**src/rtl/input_vc_buffer_pkg.sv**
```systemverilog
// Shared flit-format constants and defaults for the input VC buffer.
// Flits are numbered with bit 0 as the LSB; the tail marker is bit FLIT_TAIL.
package input_vc_buffer_pkg;

  localparam int unsigned FLIT_SIZE     = 16;
  localparam int unsigned FLIT_TAIL     = 0;  // 1 = last flit of a packet
  localparam int unsigned FLIT_DST      = 8;  // LSB of the destination field
  localparam int unsigned FLIT_DST_W    = 4;
  localparam int unsigned BUF_DEPTH     = 4;
  localparam int unsigned LOG_BUF_DEPTH = 2;

  typedef enum logic {StIdle, StPkt} pkt_state_e;

  function automatic logic flit_is_tail(input logic [FLIT_SIZE-1:0] flit);
    return flit[FLIT_TAIL];
  endfunction

endpackage

```
**src/rtl/input_vc_buffer_flit_fifo.sv**
```systemverilog
// flit_fifo: storage, read/write pointers and occupancy for one VC.
// Ports:
//   clk, reset_n      clock, async active-low reset (memory cleared too)
//   push_i, wdata_i   write request and flit; ignored when full
//   pop_i             read request; ignored when empty
//   rdata_o           head flit (mem[rd_ptr])
//   count_o           registered occupancy 0..DEPTH
//   full_o, empty_o   decoded from count only
module flit_fifo
  import input_vc_buffer_pkg::*;
#(
  parameter int unsigned DEPTH     = BUF_DEPTH,
  parameter int unsigned LOG_DEPTH = LOG_BUF_DEPTH,
  parameter int unsigned WIDTH     = FLIT_SIZE
) (
  input  logic                 clk,
  input  logic                 reset_n,
  input  logic                 push_i,
  input  logic [WIDTH-1:0]     wdata_i,
  input  logic                 pop_i,
  output logic [WIDTH-1:0]     rdata_o,
  output logic [LOG_DEPTH:0]   count_o,
  output logic                 full_o,
  output logic                 empty_o
);

  localparam logic [LOG_DEPTH:0] DepthCnt = (LOG_DEPTH + 1)'(DEPTH);

  logic [WIDTH-1:0]     mem_q [DEPTH];
  logic [LOG_DEPTH-1:0] wr_ptr_q, wr_ptr_d;
  logic [LOG_DEPTH-1:0] rd_ptr_q, rd_ptr_d;
  logic [LOG_DEPTH:0]   count_q, count_d;
  logic                 do_push, do_pop;

  assign full_o  = (count_q == DepthCnt);
  assign empty_o = (count_q == '0);
  // A full FIFO never accepts, even when the head is popped in the same cycle.
  assign do_push = push_i && !full_o;
  assign do_pop  = pop_i && !empty_o;

  always_comb begin
    wr_ptr_d = wr_ptr_q;
    rd_ptr_d = rd_ptr_q;
    count_d  = count_q;
    if (do_push) wr_ptr_d = wr_ptr_q + LOG_DEPTH'(1);
    if (do_pop)  rd_ptr_d = rd_ptr_q + LOG_DEPTH'(1);
    unique case ({do_push, do_pop})
      2'b10:   count_d = count_q + (LOG_DEPTH + 1)'(1);
      2'b01:   count_d = count_q - (LOG_DEPTH + 1)'(1);
      default: count_d = count_q;
    endcase
  end

  always_ff @(posedge clk or negedge reset_n) begin
    if (!reset_n) begin
      wr_ptr_q <= '0;
      rd_ptr_q <= '0;
      count_q  <= '0;
      // Cleared so the head output is never X after reset.
      for (int i = 0; i < int'(DEPTH); i++) mem_q[i] <= '0;
    end else begin
      wr_ptr_q <= wr_ptr_d;
      rd_ptr_q <= rd_ptr_d;
      count_q  <= count_d;
      if (do_push) mem_q[wr_ptr_q] <= wdata_i;
    end
  end

  assign rdata_o = mem_q[rd_ptr_q];
  assign count_o = count_q;

endmodule

```
**src/rtl/input_vc_buffer.sv**
```systemverilog
// input_vc_buffer: receive-side flit buffer for one input port / one VC.
// Ports:
//   clk, reset_n        clock, async active-low reset
//   link_valid          upstream presents link_flit this cycle
//   link_flit           flit from upstream
//   credit_out          level, 1 = a slot is free (registered decode)
//   is_new_flit         head flit valid
//   flit_out            head flit to the VC allocator
//   credit_for_input    allocator grant, pops the head
//   in_packet           head forwarded, tail not yet forwarded
//   count               occupancy 0..DEPTH
//   overflow_err        sticky, set by a write while full
module input_vc_buffer
  import input_vc_buffer_pkg::*;
#(
  parameter int unsigned DEPTH     = BUF_DEPTH,
  parameter int unsigned LOG_DEPTH = LOG_BUF_DEPTH
) (
  input  logic                 clk,
  input  logic                 reset_n,
  input  logic                 link_valid,
  input  logic [FLIT_SIZE-1:0] link_flit,
  output logic                 credit_out,
  output logic                 is_new_flit,
  output logic [FLIT_SIZE-1:0] flit_out,
  input  logic                 credit_for_input,
  output logic                 in_packet,
  output logic [LOG_DEPTH:0]   count,
  output logic                 overflow_err
);

  logic       full, empty, pop;
  pkt_state_e state_q;
  logic       in_packet_q;
  logic       overflow_q;

  flit_fifo #(
    .DEPTH     (DEPTH),
    .LOG_DEPTH (LOG_DEPTH),
    .WIDTH     (FLIT_SIZE)
  ) u_fifo (
    .clk     (clk),
    .reset_n (reset_n),
    .push_i  (link_valid),
    .wdata_i (link_flit),
    .pop_i   (credit_for_input),
    .rdata_o (flit_out),
    .count_o (count),
    .full_o  (full),
    .empty_o (empty)
  );

  // Both derive from the registered count: no path from link_valid/grant.
  assign credit_out  = !full;
  assign is_new_flit = !empty;
  assign pop         = credit_for_input && !empty;

  always_ff @(posedge clk or negedge reset_n) begin
    if (!reset_n) begin
      state_q     <= StIdle;
      in_packet_q <= 1'b0;
      overflow_q  <= 1'b0;
    end else begin
      if (link_valid && full) overflow_q <= 1'b1;
      if (pop) begin
        unique case (state_q)
          StIdle: begin
            // A tail popped in idle is a single-flit packet.
            if (!flit_is_tail(flit_out)) begin
              state_q     <= StPkt;
              in_packet_q <= 1'b1;
            end
          end
          StPkt: begin
            if (flit_is_tail(flit_out)) begin
              state_q     <= StIdle;
              in_packet_q <= 1'b0;
            end
          end
          default: begin
            state_q     <= StIdle;
            in_packet_q <= 1'b0;
          end
        endcase
      end
    end
  end

  assign in_packet    = in_packet_q;
  assign overflow_err = overflow_q;

endmodule

```
**config.mk**
```make
export PLATFORM = sky130hd
export DESIGN_NAME = input_vc_buffer
export DESIGN_NICKNAME = d
export VERILOG_FILES = /design/src/rtl/input_vc_buffer_pkg.sv /design/src/rtl/input_vc_buffer_flit_fifo.sv /design/src/rtl/input_vc_buffer.sv
export SDC_FILE = /design/constraint.sdc
export NUM_CORES = 1
export LEC_CHECK = 0
export ABC_AREA = 1
export CAP_MARGIN = 20
export CORE_AREA = 2 2 59 116
export DETAILED_ROUTE_END_ITERATION = 8
export DIE_AREA = 0 0 61 118
export PLACE_DENSITY = 0.79
export SETUP_SLACK_MARGIN = 0.5
export SYNTH_ARGS = -nofsm -noshare
export SYNTH_HDL_FRONTEND = slang
export SYNTH_SLANG_ARGS = --single-unit
```
**constraint.sdc**
```tcl
create_clock -name clk -period 6.48 [get_ports clk]
set_input_delay 1.62 -clock clk [delete_from_list [all_inputs] [get_ports clk]]
set_output_delay 1.62 -clock clk [all_outputs]
set_load 0.05 [all_outputs]
```
==> results of run 1 <==
==> flip-flops by register name, summed over array words and instances (netlist names) <==
signal,cells
state_q,1
u_fifo.count_o,3
overflow_err,1
u_fifo.wr_ptr_q,2
in_packet,1
u_fifo.rd_ptr_q,2
u_fifo.mem_q,64
==> worst max-delay path, cell delays in order (launching register included) <==
cell and delay (ns):
dfrtp_1 0.36, buf_4 0.24, inv_1 0.78, o21ai_0 0.22
o22ai_1 0.19, clkdlybuf4s50_1 0.83
==> stage by stage <==
stage / cell area (sq um) / utilization / power (uW) / hold slack, ns
2_1_floorplan: 3640 / - / 1840 / 0.450
5_1_grt: 4380 / 0.694 / 3020 / 0.500
3_5_place_dp: 4010 / 0.636 / 2230 / 0.453
6_report: 4380 / 0.694 / 2850 / 0.461
3_3_place_gp: 4010 / 0.636 / 2190 / 0.453
4_1_cts: 4380 / 0.694 / 2860 / 0.467
==> metal layers <==
layer / GRT usage / vias to the layer above / part of all wire
met3: 0.0648 / 22 / 0.054
li1: - / 1463 / -
met1: 0.349 / 1453 / 0.41
met4: 0.126 / 0 / 0.028
met5: 0 / - / 0
met2: 0.405 / 100 / 0.51
==> cell usage in the layout, fill, tap and decap left out <==
| master | count |
|---|---|
| clkdlybuf4s50_1 | 41 |
| buf_4 | 2 |
| nor2_2 | 1 |
| a21oi_1 | 1 |
| a21oi_2 | 1 |
| nand2_1 | 145 |
| nor2_4 | 5 |
| inv_1 | 15 |
| clkinv_2 | 1 |
| buf_2 | 1 |
| o22ai_1 | 15 |
| xor2_1 | 2 |
| o21ai_0 | 81 |
| nand3_1 | 3 |
| o21ai_2 | 16 |
| clkbuf_1 | 1 |
| ha_1 | 5 |
| clkbuf_8 | 1 |
| xnor2_1 | 1 |
| bufinv_16 | 4 |
| dfrtp_1 | 74 |
| xor2_2 | 1 |
| nand2_4 | 1 |
| clkbuf_16 | 9 |
| fa_1 | 1 |
| a31o_2 | 1 |
| nor2_1 | 34 |
| nand2_8 | 1 |
==> area by class of cell <==
type	count	area, sq um
fillers	515	1930
flip-flops and latches	74	1850
multi-input cells	315	1570
repair buffers	44	430
clock buffers	11	243
clock inverters	5	125
well taps	86	108
inverters	15	56.3
==> power groups by stage <==
stage | registers (uW) | logic (uW) | clock network (uW)
floorplan | 815 | 1020 | 0
global placement | 803 | 1390 | 0
detailed placement | 815 | 1420 | 0
CTS | 808 | 1430 | 618
global route | 835 | 1550 | 640
finish | 811 | 1430 | 610
==> how the worst min path moves through the flow <==
stage | startpoint | endpoint | slack, ns
2_1_floorplan | u_fifo.mem_q[17] | u_fifo.mem_q[17] | 0.45
3_3_place_gp | overflow_err | overflow_err | 0.45
5_1_grt | overflow_err | overflow_err | 0.50
4_1_cts | overflow_err | overflow_err | 0.47
3_5_place_dp | overflow_err | overflow_err | 0.45
6_report | overflow_err | overflow_err | 0.46
==> logic make-up (layout without fill, tap and decap cells) <==
kind of cell / count (synthesis) / in the layout / synth area share
adder cells (fa/ha/maj): 6 / 6 / 0.0227
AND/OR/NAND/NOR: 190 / 190 / 0.214
AO/OA/AOI/OAI: 115 / 115 / 0.182
flip-flops: 74 / 74 / 0.508
buffers and inverters: 40 / 75 / 0.0618
XOR/XNOR: 4 / 4 / 0.0117
==> metrics.cfg, run 1 <==
[yosys]
ys_types=26
avgSynthCellArea_sq_um=8.50
syn_area_sq_um=3640
synth_nets=455
ys_seq_area_frac=0.508
netlist.area_leader.share=0.508
synth_edf_count=0
synth.most_common_cell=nand2_1
ys.flop_type=dfrtp_1
async_reset_ff_frac=1.00
yosys.area.top_type=dfrtp_1
synth-seq-cells=74
synth_top_cells_by_area=dfrtp_1 (51%), nand2_1 (15%), o21ai_0 (11%)
syn_inst=429
yosys_warnings=0
synth_common_cells=nand2_1 (145), o21ai_0 (81), dfrtp_1 (74), nor2_1 (34), o21ai_2 (16)

[timing]
tns_ns=0
grt_setup_unrepaired=false
layout_setup_ws_ns=1.88
relSlewSlack=0.320
fmax_mhz=217
min_period_ns=4.60
clock_skew_ns=0.00515
tightest_slew_ns=1.02
period_share=0.710
slew_violations=0
setup_viol_count_final=0
hold_viol=0

[worst_setup_path]
end_kind=primary output
startpoint_type=flop
ff2ff_path_depth=9
worst-setup-path-type=reg2out
cp-startpoint=u_fifo.rd_ptr_q[0]
worstPathRequired_ns=4.86
worstPathArrival_ns=2.98
setup.worst_path.end=flit_out[12]
reg2reg_from=u_fifo.count_o[1]
r2r_end=u_fifo.count_o[2]
cp_max_fo=34
r2r_slack_ns=4.19

[grt]
track_usage=0.266
antenna_found_initial=0
grt_pass1_vias=2923
grt_pass1_wl_mm=14.0
grt_max_degree=75
grt-ovfl-total=0

[cells_and_area]
finalNetCount=485
synthToLayoutAreaGrowth_pct=20.2
fin_cells=550
layout-drive-gt1-share=0.0970
diodes=0

[clocking]
cts_resized=0
post_cts_buffers=0
cts_tree=yes
clock_latency_ns=0.34
clk_path_buf_depth=2
cts_buffers=9
clk_pin_slew_ns=0.06
htree_levels=3
cts_root_buf=clkbuf_16
ctsHoldBuffers=0
cts_sinks=74

[place]
place.gp.congestion=0.774
dp_slack_ns=2.30
place_inst=534
dpl.hpwl_mm=5.03
portBuffers=42

[detailed_routing]
drt-pass1-iter-count=4
via_per_inst=5.52
ant_nets=0
avgRoutedWirePerCell_microns=15.8
drc_errors=0
drt-total-wl_mm=8.69
vias=3038
drtIter0Drc=169

[pwr]
seq_power_share=0.285
peakVddDrop_mv=0.427
power_density_nw_per_um2=650
p_sw_uw=1310
clockPowerShare=0.214
p_int_uw=1540
combPwrFrac=0.501
power.share.switching=0.459
leakagePower_uw=0.00206

[hold_path]
hp-class=reg2reg
hold_depth=1

[floorplanning]
std_cell_rows=41
initial_utilization=0.578
io-pin-count=43
die-width_microns=61
core_area_sq_um=6310
dieArea_sq_um=7200
die_y_microns=118

[run_status]
status=complete, no violations

[job]
cap_violations=0

No activity file was read; power rests on OpenSTA's default activity.
==> inputs of run 2 (changes only) <==
- CORE_AREA: 2 2 59 116 -> 2 2 64 126
- DIE_AREA: 0 0 61 118 -> 0 0 66 128
- PLACE_DENSITY: 0.79 -> 0.71
- clock period: 6.48 -> 3.8 ns (I/O delays scaled with it)
==> run 2 against run 1 <==
Compared with the run above:
- worst setup slack worse by 1.2 ns
- clock skew is 0.0019 ns lower
- core utilization fell by 12 points
- sequential share of layout area is 0.79 points higher
- combinational power rose by 70%
==> metrics.cfg, run 2 (synthesized netlist as in run 1, its figures left out) <==
[clocking]
clk_path_buf_depth=2
cts_resized=3
htree_levels=3
ctsHoldBuffers=0
post_cts_buffers=0
cts_buffers=9
cts_tree=yes
clk_pin_slew_ns=0.05
cts_sinks=74
cts_root_buf=clkbuf_16
clock_latency_ns=0.33

[worst_setup_path]
end_kind=primary output
worstPathRequired_ns=2.85
reg2reg_from=u_fifo.count_o[1]
worst-setup-path-type=reg2out
slowest_delay_ns=0.83
cp_max_fo=33
ff2ff_path_depth=7
slowest_stage=clkdlybuf4s50_1
startpoint_type=flop
cp-startpoint=u_fifo.rd_ptr_q[0]
worstPathArrival_ns=2.19
worstPathCellList=buf_4, o21ai_0, o22ai_1, clkdlybuf4s50_1

[cells_and_area]
layout_common_cells=nand2_1 (145), o21ai_0 (81), dfrtp_1 (74)
synthToLayoutAreaGrowth_pct=18.0
largest_reg_flops=64
final_common_cell=nand2_1
layout-drive-gt1-share=0.114
top_register=u_fifo.mem_q
diodes=0
finalNetCount=489

[timing]
slew_violations=0
layout_setup_ws_ns=0.660
hold_viol=0
min_period_ns=3.14
clock_skew_ns=0.00326
grt_setup_unrepaired=false
fmax_mhz=318
period_share=0.826
tightest_slew_ns=0.948
relSlewSlack=0.368
tns_ns=0
setup_viol_count_final=0

[job]
cap_violations=0

[pwr]
peakVddDrop_mv=0.579
leakagePower_uw=0.00206
power_density_nw_per_um2=1060

[place]
dpl.hpwl_mm=5.33
dp_slack_ns=0.840
portBuffers=42
place.gp.congestion=0.821

[grt]
top_usage_layer=met2
grt_max_degree=75
grt-ovfl-total=0
grt_util_met3=0.0483
grt_pass1_vias=3110
track_usage=0.234
grt_util_met2=0.383
grt_pass1_wl_mm=14.9
grtUsageMet1=0.285
antenna_found_initial=0

[detailed_routing]
drt-pass1-iter-count=4
drt-total-wl_mm=8.74
ant_nets=0
via_per_inst=5.40
avgRoutedWirePerCell_microns=15.6
drc_errors=0
vias=3016
drtIter0Drc=220

[run_status]
status=complete, no violations

[hold_path]
min-delay-start=overflow_err
hp-class=reg2reg
hold_depth=1

[floorplanning]
die_y_microns=128
initial_utilization=0.483
io-pin-count=43
std_cell_rows=45
core_area_sq_um=7540
die-width_microns=66
dieArea_sq_um=8450

[run 2: through the flow]
step	total power [uW]	cell area (sq um)	hold slack (ns)	instances	util
global route	4880	4300	0.491	559	0.570
CTS	4580	4290	0.472	559	0.569
finish	4560	4300	0.465	559	0.570
detailed placement	3840	4040	0.460	546	0.535
floorplan	3130	3640	0.450	429	-
global placement	3780	4040	0.456	546	0.535
[run 2: cell type report]
type,instances,area [sq um]
multi-input cells,315,1570
well taps,94,118
inverters,15,60.1
repair buffers,48,444
fillers,723,3240
flip-flops and latches,74,1850
clock buffers,13,260
[run 2: final timing paths]
check,endpoint,slack [ns]
setup / recovery,flit_out[8],0.66
hold reg to reg,overflow_err,0.47
setup reg to reg,u_fifo.mem_q[1],1.80
hold / removal,overflow_err,0.47
max in group asynchronous,u_fifo.mem_q[24],2.34
min in group asynchronous,u_fifo.mem_q[50],0.85
[run 2: worst max-delay path, delay by kind of cell (launching register included)]
kind | cells | cell delay (ns)
compound gates | 2 | 0.34
buf+inv | 2 | 1.17
flops | 1 | 0.34
[run 2: power breakdown]
part           internal [uW]  total [uW]  switching [uW]
clock network            466         757             291
logic                    726        2430            1700
registers               1150        1370             216
total                   2350        4560            2210
[run 2: per-layer routing]
metal | vias to the layer above | routed length [microns]
met5 | - | 0
met4 | 0 | 233
met3 | 20 | 412
met2 | 79 | 4560
met1 | 1452 | 3540
li1 | 1465 | -
==> inputs of run 3 (changes only) <==
- clock period: 3.8 -> 2.7 ns (I/O delays scaled with it)
==> run 3 against run 2 <==
Compared with the run above:
- clock-buffer cell count grew 1
- flip-flop and latch count unchanged
- core utilization is 4.2 points higher
- register-to-register slack worse by 0.91 ns
- worst setup slack got worse by 0.18 ns
- non-clock buffer count grew 7
- wire length increased by 3.3%
- cell area up 7.3%
- via count up 1.7%
- worst hold slack lost 0.15 ns
- sequential share of layout area down 2.8 points
- first-iteration DRC count is 17% lower
- critical endpoint is now flit_out[6]
==> metrics.cfg, run 3 (synthesized netlist as in run 1, its figures left out) <==
[cells_and_area]
diodes=0
synthToLayoutAreaGrowth_pct=26.6
n_fill_cell=697
largest_reg_flops=64
layout_common_cells=nand2_1 (142), dfrtp_1 (70), o21ai_0 (65)
top_register=u_fifo.mem_q
finalNetCount=496
final_common_cell=nand2_1
layout-drive-gt1-share=0.215

[floorplanning]
io-pin-count=43
core_area_sq_um=7540
initial_utilization=0.483
dieArea_sq_um=8450
std_cell_rows=45
die-width_microns=66
die_y_microns=128

[place]
portBuffers=42
place.gp.congestion=0.778
dpl.hpwl_mm=5.47

[timing]
clock_skew_ns=0.00249
tightest_slew_ns=0.673
setup_viol_count_final=0
tns_ns=0
slew_violations=0
grt_setup_unrepaired=true
fmax_mhz=450
relSlewSlack=0.551
min_period_ns=2.22
hold_viol=0
holdWs_ns=0.319
period_share=0.824

[clocking]
cts_sinks=74
cts_root_buf=clkbuf_16
ctsHoldBuffers=0
clk_path_buf_depth=2
htree_levels=3
clock_latency_ns=0.34
cts_buffers=9
clk_pin_slew_ns=0.05
cts_tree=yes

[worst_setup_path]
startpoint_type=flop
end_kind=primary output
cp-startpoint=u_fifo.rd_ptr_q[0]
cp_max_fo=7
worstPathArrival_ns=1.55
reg2reg_from=u_fifo.count_o[1]
ff2ff_path_depth=8
r2r_end=u_fifo.count_o[1]
setup.worst_path.end=flit_out[6]
worst-setup-path-type=reg2out
worstPathRequired_ns=2.03
r2r_slack_ns=0.89

[grt]
track_usage=0.237
antenna_found_initial=0
grt_max_degree=53
grt-ovfl-total=0
grt_pass1_wl_mm=14.9
grt_pass1_vias=3088

[job]
cap_violations=0

[detailed_routing]
vias=3066
drtIter0Drc=183
ant_nets=0
drc_errors=0
avgRoutedWirePerCell_microns=15.9
via_per_inst=5.39
drt-total-wl_mm=9.03
drt-pass1-iter-count=4

[run_status]
status=complete, no violations

[hold_path]
hp-class=in2async

-- run 3: cell count changes in the layout (fill, tap and decap cells not counted), moves of 6 or more --
cell | previous run | this run
buf_6 | 0 | 18
o21ai_0 | 81 | 65
o22ai_1 | 15 | 0
o22ai_2 | 0 | 15
o21ai_1 | 0 | 14
clkdlybuf4s50_1 | 29 | 20
buf_4 | 13 | 7
-- run 3: critical path, stage by stage (launching register included) --
cell	delay (ns)
dfrtp_2	0.44
clkinvlp_4	0.12
buf_6	0.14
buf_6	0.11
nor2_2	0.03
o22ai_2	0.17
buf_6	0.18
-- run 3: metal layers --
| layer | routed length (microns) | global-route usage | vias up |
|---|---|---|---|
| met5 | 0 | 0 | - |
| met4 | 206 | 0.104 | 0 |
| met3 | 424 | 0.0457 | 13 |
| met2 | 4830 | 0.400 | 88 |
| met1 | 3570 | 0.289 | 1474 |
| li1 | - | - | 1491 |
-- run 3: final cells by class --
cell class / count / area [sq um] / area share
well taps: 94 / 118 / 0.0255
clock buffers: 14 / 264 / 0.0572
repair buffers: 55 / 584 / 0.127
flip-flops and latches: 74 / 1860 / 0.402
clock inverters: 2 / 35.0 / 0.00759
inverters: 15 / 63.8 / 0.0138
multi-input cells: 315 / 1690 / 0.367
-- run 3: through the flow --
step / utilization / worst slack (ns) / instance area (sq um) / std cells
finish: 0.612 / 0.476 / 4620 / 569
global route: 0.612 / 0.413 / 4620 / 569
CTS: 0.608 / 0.431 / 4590 / 569
detailed placement: 0.552 / 0.182 / 4170 / 548
global placement: 0.552 / 0.235 / 4170 / 548
floorplan: - / 0.372 / 3740 / 429
-- run 3: worst min-delay path by stage --
stage	start	endpoint	slack, ns	depth (start not counted)
2_1_floorplan	reset_n	in_packet	0.38	0
3_3_place_gp	overflow_err	overflow_err	0.45	1
3_5_place_dp	u_fifo.mem_q[45]	u_fifo.mem_q[45]	0.47	2
4_1_cts	reset_n	u_fifo.mem_q[52]	0.33	1
5_1_grt	reset_n	u_fifo.mem_q[54]	0.36	1
6_report	reset_n	u_fifo.mem_q[52]	0.32	1
-- run 3: what timing repair did --
action	in CTS	in global routing
setup buffers	5	0
resized for setup	46	10
pin swaps	4	0
endpoints found under the setup margin	21	17
Power of run 3 is not shown: default switching activity piles up to over one toggle a cycle in this logic, so the estimate is an artifact.
